**src/rtl/sc_buttonconditioner_jug1.sv**
```systemverilog
// Player-1 key conditioner: 2-flop sync, counter debounce, active-low level, press strobe.
// Define SC_BUTTONCONDITIONER_JUG1_AUTOREPEAT_EN for left/right auto-repeat while held.
module sc_buttonconditioner_jug1 #(
    parameter int DEBOUNCE_CYCLES = 500000,
    parameter int CNT_WIDTH       = 20,
    parameter int REPEAT_DELAY    = 12500000,
    parameter int REPEAT_GAP      = 4
) (
    input  logic       SC_BUTTONCONDITIONER_JUG1_CLOCK_50,
    input  logic       SC_BUTTONCONDITIONER_JUG1_RESET_InLow,
    input  logic       SC_BUTTONCONDITIONER_JUG1_startRaw_InLow,
    input  logic       SC_BUTTONCONDITIONER_JUG1_leftRaw_InLow,
    input  logic       SC_BUTTONCONDITIONER_JUG1_rightRaw_InLow,
    output logic       SC_BUTTONCONDITIONER_JUG1_startButton_OutLow,
    output logic       SC_BUTTONCONDITIONER_JUG1_leftButton_OutLow,
    output logic       SC_BUTTONCONDITIONER_JUG1_rightButton_OutLow,
    output logic [2:0] SC_BUTTONCONDITIONER_JUG1_pressPulse_Out
);

    localparam logic [CNT_WIDTH-1:0] DB_LAST = CNT_WIDTH'(DEBOUNCE_CYCLES - 1);
    localparam logic [CNT_WIDTH-1:0] CNT_ONE = CNT_WIDTH'(1);

`ifdef SC_BUTTONCONDITIONER_JUG1_AUTOREPEAT_EN
    localparam int RW = (REPEAT_DELAY > 2) ? $clog2(REPEAT_DELAY) : 1;
    localparam logic [RW-1:0] HOLD_LAST = RW'(REPEAT_DELAY - 1);
    localparam logic [RW-1:0] GAP_LAST  = RW'(REPEAT_GAP - 1);

    typedef enum logic [2:0] {
        ST_RELEASED,
        ST_PRESS_WAIT,
        ST_PRESSED,
        ST_RELEASE_WAIT,
        ST_GAP
    } state_t;
`else
    typedef enum logic [1:0] {
        ST_RELEASED,
        ST_PRESS_WAIT,
        ST_PRESSED,
        ST_RELEASE_WAIT
    } state_t;
`endif

    if (DEBOUNCE_CYCLES < 2 || DEBOUNCE_CYCLES >= (1 << CNT_WIDTH) ||
        REPEAT_GAP < 2 || REPEAT_DELAY < 1) begin : g_bad_param
        $error("sc_buttonconditioner_jug1: illegal parameter combination");
    end

    logic       clk;
    logic       rst_n;
    logic [2:0] raw;
    logic [2:0] lvl;
    logic [2:0] pulse;

    assign clk   = SC_BUTTONCONDITIONER_JUG1_CLOCK_50;
    assign rst_n = SC_BUTTONCONDITIONER_JUG1_RESET_InLow;
    assign raw   = {SC_BUTTONCONDITIONER_JUG1_startRaw_InLow,
                    SC_BUTTONCONDITIONER_JUG1_leftRaw_InLow,
                    SC_BUTTONCONDITIONER_JUG1_rightRaw_InLow};

    // Bit order follows pressPulse_Out: 2 = start, 1 = left, 0 = right.
    for (genvar i = 0; i < 3; i++) begin : g_btn
        logic                 sync1_q;
        logic                 sync2_q;
        state_t               state_q;
        state_t               state_d;
        logic [CNT_WIDTH-1:0] cnt_q;
        logic [CNT_WIDTH-1:0] cnt_d;
        logic                 out_q;
        logic                 out_d;
        logic                 pulse_q;
        logic                 pulse_d;
`ifdef SC_BUTTONCONDITIONER_JUG1_AUTOREPEAT_EN
        localparam bit REP_OK = (i != 2);
        logic [RW-1:0]        rep_q;
        logic [RW-1:0]        rep_d;
`endif

        always_ff @(posedge clk or negedge rst_n) begin
            if (!rst_n) begin
                sync1_q <= 1'b1;
                sync2_q <= 1'b1;
                state_q <= ST_RELEASED;
                cnt_q   <= '0;
                out_q   <= 1'b1;
                pulse_q <= 1'b0;
`ifdef SC_BUTTONCONDITIONER_JUG1_AUTOREPEAT_EN
                rep_q   <= '0;
`endif
            end else begin
                sync1_q <= raw[i];
                sync2_q <= sync1_q;
                state_q <= state_d;
                cnt_q   <= cnt_d;
                out_q   <= out_d;
                pulse_q <= pulse_d;
`ifdef SC_BUTTONCONDITIONER_JUG1_AUTOREPEAT_EN
                rep_q   <= rep_d;
`endif
            end
        end

        always_comb begin
            state_d = state_q;
            cnt_d   = cnt_q;
            out_d   = out_q;
            pulse_d = 1'b0;
`ifdef SC_BUTTONCONDITIONER_JUG1_AUTOREPEAT_EN
            rep_d   = '0;
`endif
            unique case (state_q)
                ST_RELEASED: begin
                    if (!sync2_q) begin
                        state_d = ST_PRESS_WAIT;
                        cnt_d   = CNT_ONE;
                    end
                end
                ST_PRESS_WAIT: begin
                    if (sync2_q) begin
                        state_d = ST_RELEASED;
                        cnt_d   = '0;
                    end else if (cnt_q == DB_LAST) begin
                        state_d = ST_PRESSED;
                        cnt_d   = '0;
                        out_d   = 1'b0;
                        pulse_d = 1'b1;
                    end else begin
                        cnt_d = cnt_q + 1'b1;
                    end
                end
                ST_PRESSED: begin
                    if (sync2_q) begin
                        state_d = ST_RELEASE_WAIT;
                        cnt_d   = CNT_ONE;
                    end
`ifdef SC_BUTTONCONDITIONER_JUG1_AUTOREPEAT_EN
                    else if (REP_OK) begin
                        if (rep_q == HOLD_LAST) begin
                            state_d = ST_GAP;
                            out_d   = 1'b1;
                        end else begin
                            rep_d = rep_q + 1'b1;
                        end
                    end
`endif
                end
                ST_RELEASE_WAIT: begin
                    if (!sync2_q) begin
                        state_d = ST_PRESSED;
                        cnt_d   = '0;
                    end else if (cnt_q == DB_LAST) begin
                        state_d = ST_RELEASED;
                        cnt_d   = '0;
                        out_d   = 1'b1;
                    end else begin
                        cnt_d = cnt_q + 1'b1;
                    end
                end
`ifdef SC_BUTTONCONDITIONER_JUG1_AUTOREPEAT_EN
                // Forced release window; a real release here still debounces.
                ST_GAP: begin
                    if (sync2_q) begin
                        state_d = ST_RELEASE_WAIT;
                        cnt_d   = CNT_ONE;
                        out_d   = 1'b0;
                    end else if (rep_q == GAP_LAST) begin
                        state_d = ST_PRESSED;
                        out_d   = 1'b0;
                        pulse_d = 1'b1;
                    end else begin
                        rep_d = rep_q + 1'b1;
                    end
                end
`endif
                default: begin
                    state_d = ST_RELEASED;
                    cnt_d   = '0;
                    out_d   = 1'b1;
                end
            endcase
        end

        assign lvl[i]   = out_q;
        assign pulse[i] = pulse_q;
    end

    assign SC_BUTTONCONDITIONER_JUG1_startButton_OutLow = lvl[2];
    assign SC_BUTTONCONDITIONER_JUG1_leftButton_OutLow  = lvl[1];
    assign SC_BUTTONCONDITIONER_JUG1_rightButton_OutLow = lvl[0];
    assign SC_BUTTONCONDITIONER_JUG1_pressPulse_Out     = pulse;

endmodule

```
**config.mk**
```make
export PLATFORM = sky130hd
export DESIGN_NAME = sc_buttonconditioner_jug1
export DESIGN_NICKNAME = d
export VERILOG_FILES = /design/src/rtl/sc_buttonconditioner_jug1.sv
export SDC_FILE = /design/constraint.sdc
export NUM_CORES = 1
export LEC_CHECK = 0
export CORE_ASPECT_RATIO = 1.25
export CORE_MARGIN = 2
export CORE_UTILIZATION = 63
export DETAILED_ROUTE_END_ITERATION = 10
export DONT_BUFFER_PORTS = 1
export PLACE_DENSITY = 0.78
export SYNTH_ARGS = -nofsm -noshare
export SYNTH_HDL_FRONTEND = slang
export SYNTH_SLANG_ARGS = --single-unit
```
**constraint.sdc**
```tcl
create_clock -name SC_BUTTONCONDITIONER_JUG1_CLOCK_50 -period 2.75 [get_ports SC_BUTTONCONDITIONER_JUG1_CLOCK_50]
set_input_delay 0.6875 -clock SC_BUTTONCONDITIONER_JUG1_CLOCK_50 [delete_from_list [all_inputs] [get_ports SC_BUTTONCONDITIONER_JUG1_CLOCK_50]]
set_output_delay 0.6875 -clock SC_BUTTONCONDITIONER_JUG1_CLOCK_50 [all_outputs]
set_load 0.005 [all_outputs]
```
# [After elaboration in Yosys (flattened, before gate mapping)]
# Index checks and enable logic that the tools add are counted.
[totals] elab_cells=135 memories=0 regBits=78 romBits=0 output_inout_bits=6 ramBits=0 latchBits=0
[classes] n_lt_le_gt_ge=0 mux=63 add_sub_neg=3 n_eq_ne=36 mul=0 n_div=0 n_reduce_logical=15 bitwise_logic=0 shift=0
[ops] cell="$mux 20" n=15
[ops] cell="$pmux 20 s4" n=3
[ops] cell="$add 20x1->20 const B" n=3
[ops] cell="$eq 20x19->1 const B" n=3
[ops] cell="$mux 2" n=18
[ops] cell="$ne 2x2->1 const B" n=18
[ops] cell="$pmux 2 s4" n=3
[ops] cell="$mux 1" n=21
[ops] cell="$ne 3x3->1 const B" n=6
[ops] cell="$reduce_and 5->1" n=3
[ops] cell="$eq 2x2->1 const B" n=6
[ops] cell="$reduce_and 4->1" n=3
[ops] cell="$eq 2x1->1 const B" n=3
[ops] cell="$logic_not 2->1" n=3
[ops] cell="$pmux 1 s2" n=3
[ops] cell="$reduce_and 2->1" n=3
[ops] cell="$reduce_bool 2->1" n=3

# [Logic depth before layout (Yosys ltp)]
[logic_depth] depth_word=4 mapped_depth=8

# [Worst setup path before layout]
# Ideal clock, no wire load.
[synth_path] path_kind="register -> register" from="register g_btn[2].cnt_q[0]" to="register g_btn[2].cnt_q[17]" setup_time_ps=83 stages_incl_launch_ff=9 t_required_ps=2667 period_less_slack_ps=2013 path_buffers=2 path_slack_ps=737 arrival_ps=1931 cell_sequence="dfrtp_1 ha_1 and3_1 buf_2 and3_1 a21o_1 clkbuf_1 or4_1 o21ai_0"
[synth_between] elab_chain_cells=4
[synth_rtl] item="start: declaration" line_no="67" source="logic [CNT_WIDTH-1:0] cnt_q;"
[synth_rtl] item="start signal: assignment" line_no="94" source="cnt_q <= cnt_d;"
[synth_rtl] item="$add 20x1->20 or $eq 20x19->1 (tied branches)"
[synth_rtl] item="$mux 20 (*)" line_no="122, 151"
[synth_rtl] item="$mux 20, on equally long branches" line_no="148, 119"
[synth_rtl] item="$pmux 20 s4 (*)" line_no="111" source="unique case (state_q)"
# Every way passes the cells marked *; elsewhere a longest branch is shown, timed or not.
# A chain may end at the register's enable or synchronous reset.

# [Final worst setup path]
[layout_path] from="register g_btn[0].cnt_q[7]" to="register g_btn[0].cnt_q[11]"
[layout_between] elab_chain_cells=4
[layout_rtl] item="start: declaration" line_no="67"
[layout_rtl] item="start signal: assignment" line_no="94"
[layout_rtl] item="$add 20x1->20 or $eq 20x19->1 (tied branches)"
[layout_rtl] item="$mux 20 (*)" line_no="122, 151"
[layout_rtl] item="$mux 20, on equally long branches" line_no="148, 119"
[layout_rtl] item="$pmux 20 s4 (*)" line_no="111"
# Marked as above.

==> metrics.txt <==
Root Buffer Master sky130_fd_sc_hd__clkbuf_8; nature of the critical path startpoint register; remaining routing DRC violations 0; number of register bits inferred by synthesis between 70 and 80; First DRT Iteration DRCs about 270; area share of the largest cell type after synthesis 41.6%; leading cell type in the layout, fill and taps excluded sky130_fd_sc_hd__dfrtp_1; Nets about 450; clock network fraction of design power between 20% and 30%; Initial Utilization approximately 64%; die height ~95 um; die width approximately 77 um; post-CTS repair timing setup buffer count 0; Num CTS Buffers 9; max-slew violations 0; count of cells along the worst register-to-register path 6; netlist area before placement around 4200 sq um; deepest clock path buffer count 2; part of the power in combinational logic a little over a fifth; Netlist cell types between 50 and 60; final setup vio count 0; highest metal used met4; CP Class register to register; top library cells by usage in the layout, fill and taps aside sky130_fd_sc_hd__dfrtp_1, sky130_fd_sc_hd__a21oi_1, sky130_fd_sc_hd__nand2_1; total routed wirelength 8500 um; crit-path max cell delay 570 ps; Post-Place Worst Slack between 500 and 600 ps; instance count of the mapped netlist ~450; total number of vias around 3400; biggest area contributors in the synthesized netlist sky130_fd_sc_hd__dfrtp_1, sky130_fd_sc_hd__dfstp_2, sky130_fd_sc_hd__a21oi_1, sky130_fd_sc_hd__nand2_1, sky130_fd_sc_hd__nand3_1; wire length on met2 roughly 4200 um; status complete, no violations; Final Critical Period 2210 ps; power per unit of standard cell area 618 nW/um^2; top cell type by total area after synthesis sky130_fd_sc_hd__dfrtp_1; CTS clock-pin slew for the worst setup and hold paths 90 ps; Remaining Overflow, GRT 0; headroom to the max-slew limit ~38%; data arrival time at the worst-slack endpoint around 2500 ps; critical path required time 2990 ps; total global routing track utilization about 25%; area grow syn2layout 5.67%; detailed-router iteration count before antenna repair 5; top fanout value on the critical path 13; final critical-path share of the clock period between 80% and 90%; clock tree from TritonCTS done; kind of end point of the critical path register; yosys warns 0; routed length on met3 331 um; total of fill cells in the finished design between 500 and 600; mean instance size in the synthesized netlist roughly 9.3 sq um; setup slack of the worst register-to-register path around 540 ps; worst ir drop on vdd 403 uV; post-detailed-placement half-perimeter wirelength ~5500 um; peak clock frequency supported by timing roughly 450 MHz; switching pwr 0.915 mW; ant diodes 0; insertion delay of the later-clocked pin in the worst-skew pair around 360 ps; master of the slowest instance on the critical path sky130_fd_sc_hd__or4b_4; placer congestion estimate roughly 0.86; routed wirelength normalized by instance count 15.9 um; worst flop-to-flop path endpoint g_btn[0].cnt_q[11]$_DFFE_PN0P_; level count of the clock H-tree 3; Net Count, Synth roughly 450; post-route cell area 4390 sq um; Rows 33; Switching Share 33.8%; total of max-cap violations 0; global-route wire length before repair between 10000 and 15000 um; M1 WL about 3800 um; fraction of power consumed by sequential logic around half; Post-Route Hold Slack ~26 ps; setup_tns 0 ps; sequential-to-total area share from yosys stat around 47%; final antenna-violating net count 0; multi-input gate area in the final layout roughly 2000 sq um; Core Box Area ~6500 sq um; largest net degree at the start of global routing 79; number of flops mapped to enable cells by yosys 0; actual transition at the worst max-transition pin slightly above 900 ps; reg2reg start g_btn[0].cnt_q[7]$_DFFE_PN0P_; Pleak roughly 1.8 nW; count of input and output buffers 0; total die area 7260 sq um; instance area after placement between 4000 and 5000 sq um; final worst slack 543 ps; register cell area after layout between 1500 and 2000 sq um; Final Hold Violating Endpoints 0; Worst Skew between 10 and 15 ps; # clock sinks 78; fraction of layout cells with a size suffix above 1 between 10% and 20%; async set-reset flop share out of synthesis 100%; launching instance or port of the critical path g_btn[0].cnt_q[7]$_DFFE_PN0P_; average vias per placed instance 6.40; setup repair after global routing missed its margin false; number of I/O pins 11; cells along the critical path or4b_4, nor4_4, a21oi_2, buf_4, a21o_1, a22o_1; prevailing post-synth register cell sky130_fd_sc_hd__dfrtp_1; vias in the first global route 3113; Pint 1.79 mW; number of antenna violations at the first check in global routing 0; type of the tightest min-delay check input port to asynchronous set/reset pin
## registers in the layout, indices dropped and copies added (netlist names), named ones only
signal	flops
SC_BUTTONCONDITIONER_JUG1_leftButton_OutLow	1
SC_BUTTONCONDITIONER_JUG1_rightButton_OutLow	1
SC_BUTTONCONDITIONER_JUG1_startButton_OutLow	1
g_btn.cnt_q	60
g_btn.pulse_q	3
g_btn.state_q	3
g_btn.sync1_q	3
g_btn.sync2_q	3
## worst max-delay path: cells and delay by family (launching register included)
family                 cells  cell delay [ps]
buffers and inverters      1              230
AO/OA/AOI/OAI              3              590
flip-flops                 1              430
AND/OR/NAND/NOR            2              830
## what timing repair did
action | in CTS | in global routing
hold endpoints to repair | 0 | 30
hold buffers | 0 | 3
resized for setup | 0 | 0
## metrics by stage
step,total power [mW],utilization [%],std cells
after floorplan,1.82,-,446
after global placement,1.90,64.4,517
after detailed placement,1.94,64.4,517
after CTS,2.70,67.1,532
after global routing,2.88,67.7,535
final,2.71,67.7,535
## cell usage after synthesis (5+ instances only)
cell,number
sky130_fd_sc_hd__and3_1,12
sky130_fd_sc_hd__nand3_1,29
sky130_fd_sc_hd__nor2_1,31
sky130_fd_sc_hd__nand4_1,11
sky130_fd_sc_hd__or2_2,5
sky130_fd_sc_hd__a21o_1,9
sky130_fd_sc_hd__inv_1,15
sky130_fd_sc_hd__or3_1,8
sky130_fd_sc_hd__dfrtp_1,69
sky130_fd_sc_hd__nor3_1,10
sky130_fd_sc_hd__nand2_1,40
sky130_fd_sc_hd__dfstp_2,9
sky130_fd_sc_hd__a41oi_1,6
sky130_fd_sc_hd__a21oi_1,41
sky130_fd_sc_hd__clkbuf_1,10
sky130_fd_sc_hd__a31oi_1,22
sky130_fd_sc_hd__o21ai_0,29
sky130_fd_sc_hd__a22o_1,10
sky130_fd_sc_hd__xnor2_1,5
## power by group through the flow
stage                     logic, mW  clock network (mW)  registers, mW
after floorplan               0.488                   0           1.33
after global placement        0.540                   0           1.36
after detailed placement      0.570                   0           1.37
after CTS                     0.569               0.788           1.35
after global routing          0.671               0.838           1.37
final                         0.588               0.770           1.35
## worst max-delay path by stage
stage / slack, ps / endpoint / cells after the start
final: 540 / g_btn[0].cnt_q[11]$_DFFE_PN0P_ / 6
after global routing: 420 / g_btn[0].cnt_q[11]$_DFFE_PN0P_ / 6
after CTS: 550 / g_btn[0].cnt_q[11]$_DFFE_PN0P_ / 6
after detailed placement: 560 / g_btn[1].cnt_q[4]$_DFFE_PN0P_ / 5
after global placement: 630 / g_btn[0].cnt_q[11]$_DFFE_PN0P_ / 6
after floorplan: 740 / g_btn[2].cnt_q[17]$_DFFE_PN0P_ / 8
## routing by layer
layer | GRT usage (%) | vias to the layer above
li1 | - | 1656
met2 | 40.5 | 77
met5 | 0 | -
met3 | 4.97 | 11
met1 | 33.3 | 1679
met4 | 10.2 | 0
## cell type report
class,count,area share [%]
Clock buffer,10,3.14
Clock inverter,5,0.827
Inverter,15,1.28
Multi-Input combinational cell,332,45.8
Sequential cell,78,44.8
Tap cell,87,2.48
Timing Repair Buffer,8,1.77
## logic make-up (layout without fill, tap and decap cells)
logic type	count (synthesis)	in the layout	synth area share, %
mux	3	3	0.723
xor+xnor	5	5	1.05
flops	78	78	47.3
buf+inv	36	38	4.37
fa+ha+maj	3	3	0.904
simple gates	181	181	24.3
compound gates	140	140	21.4
No activity file was read; power rests on OpenSTA's default activity.
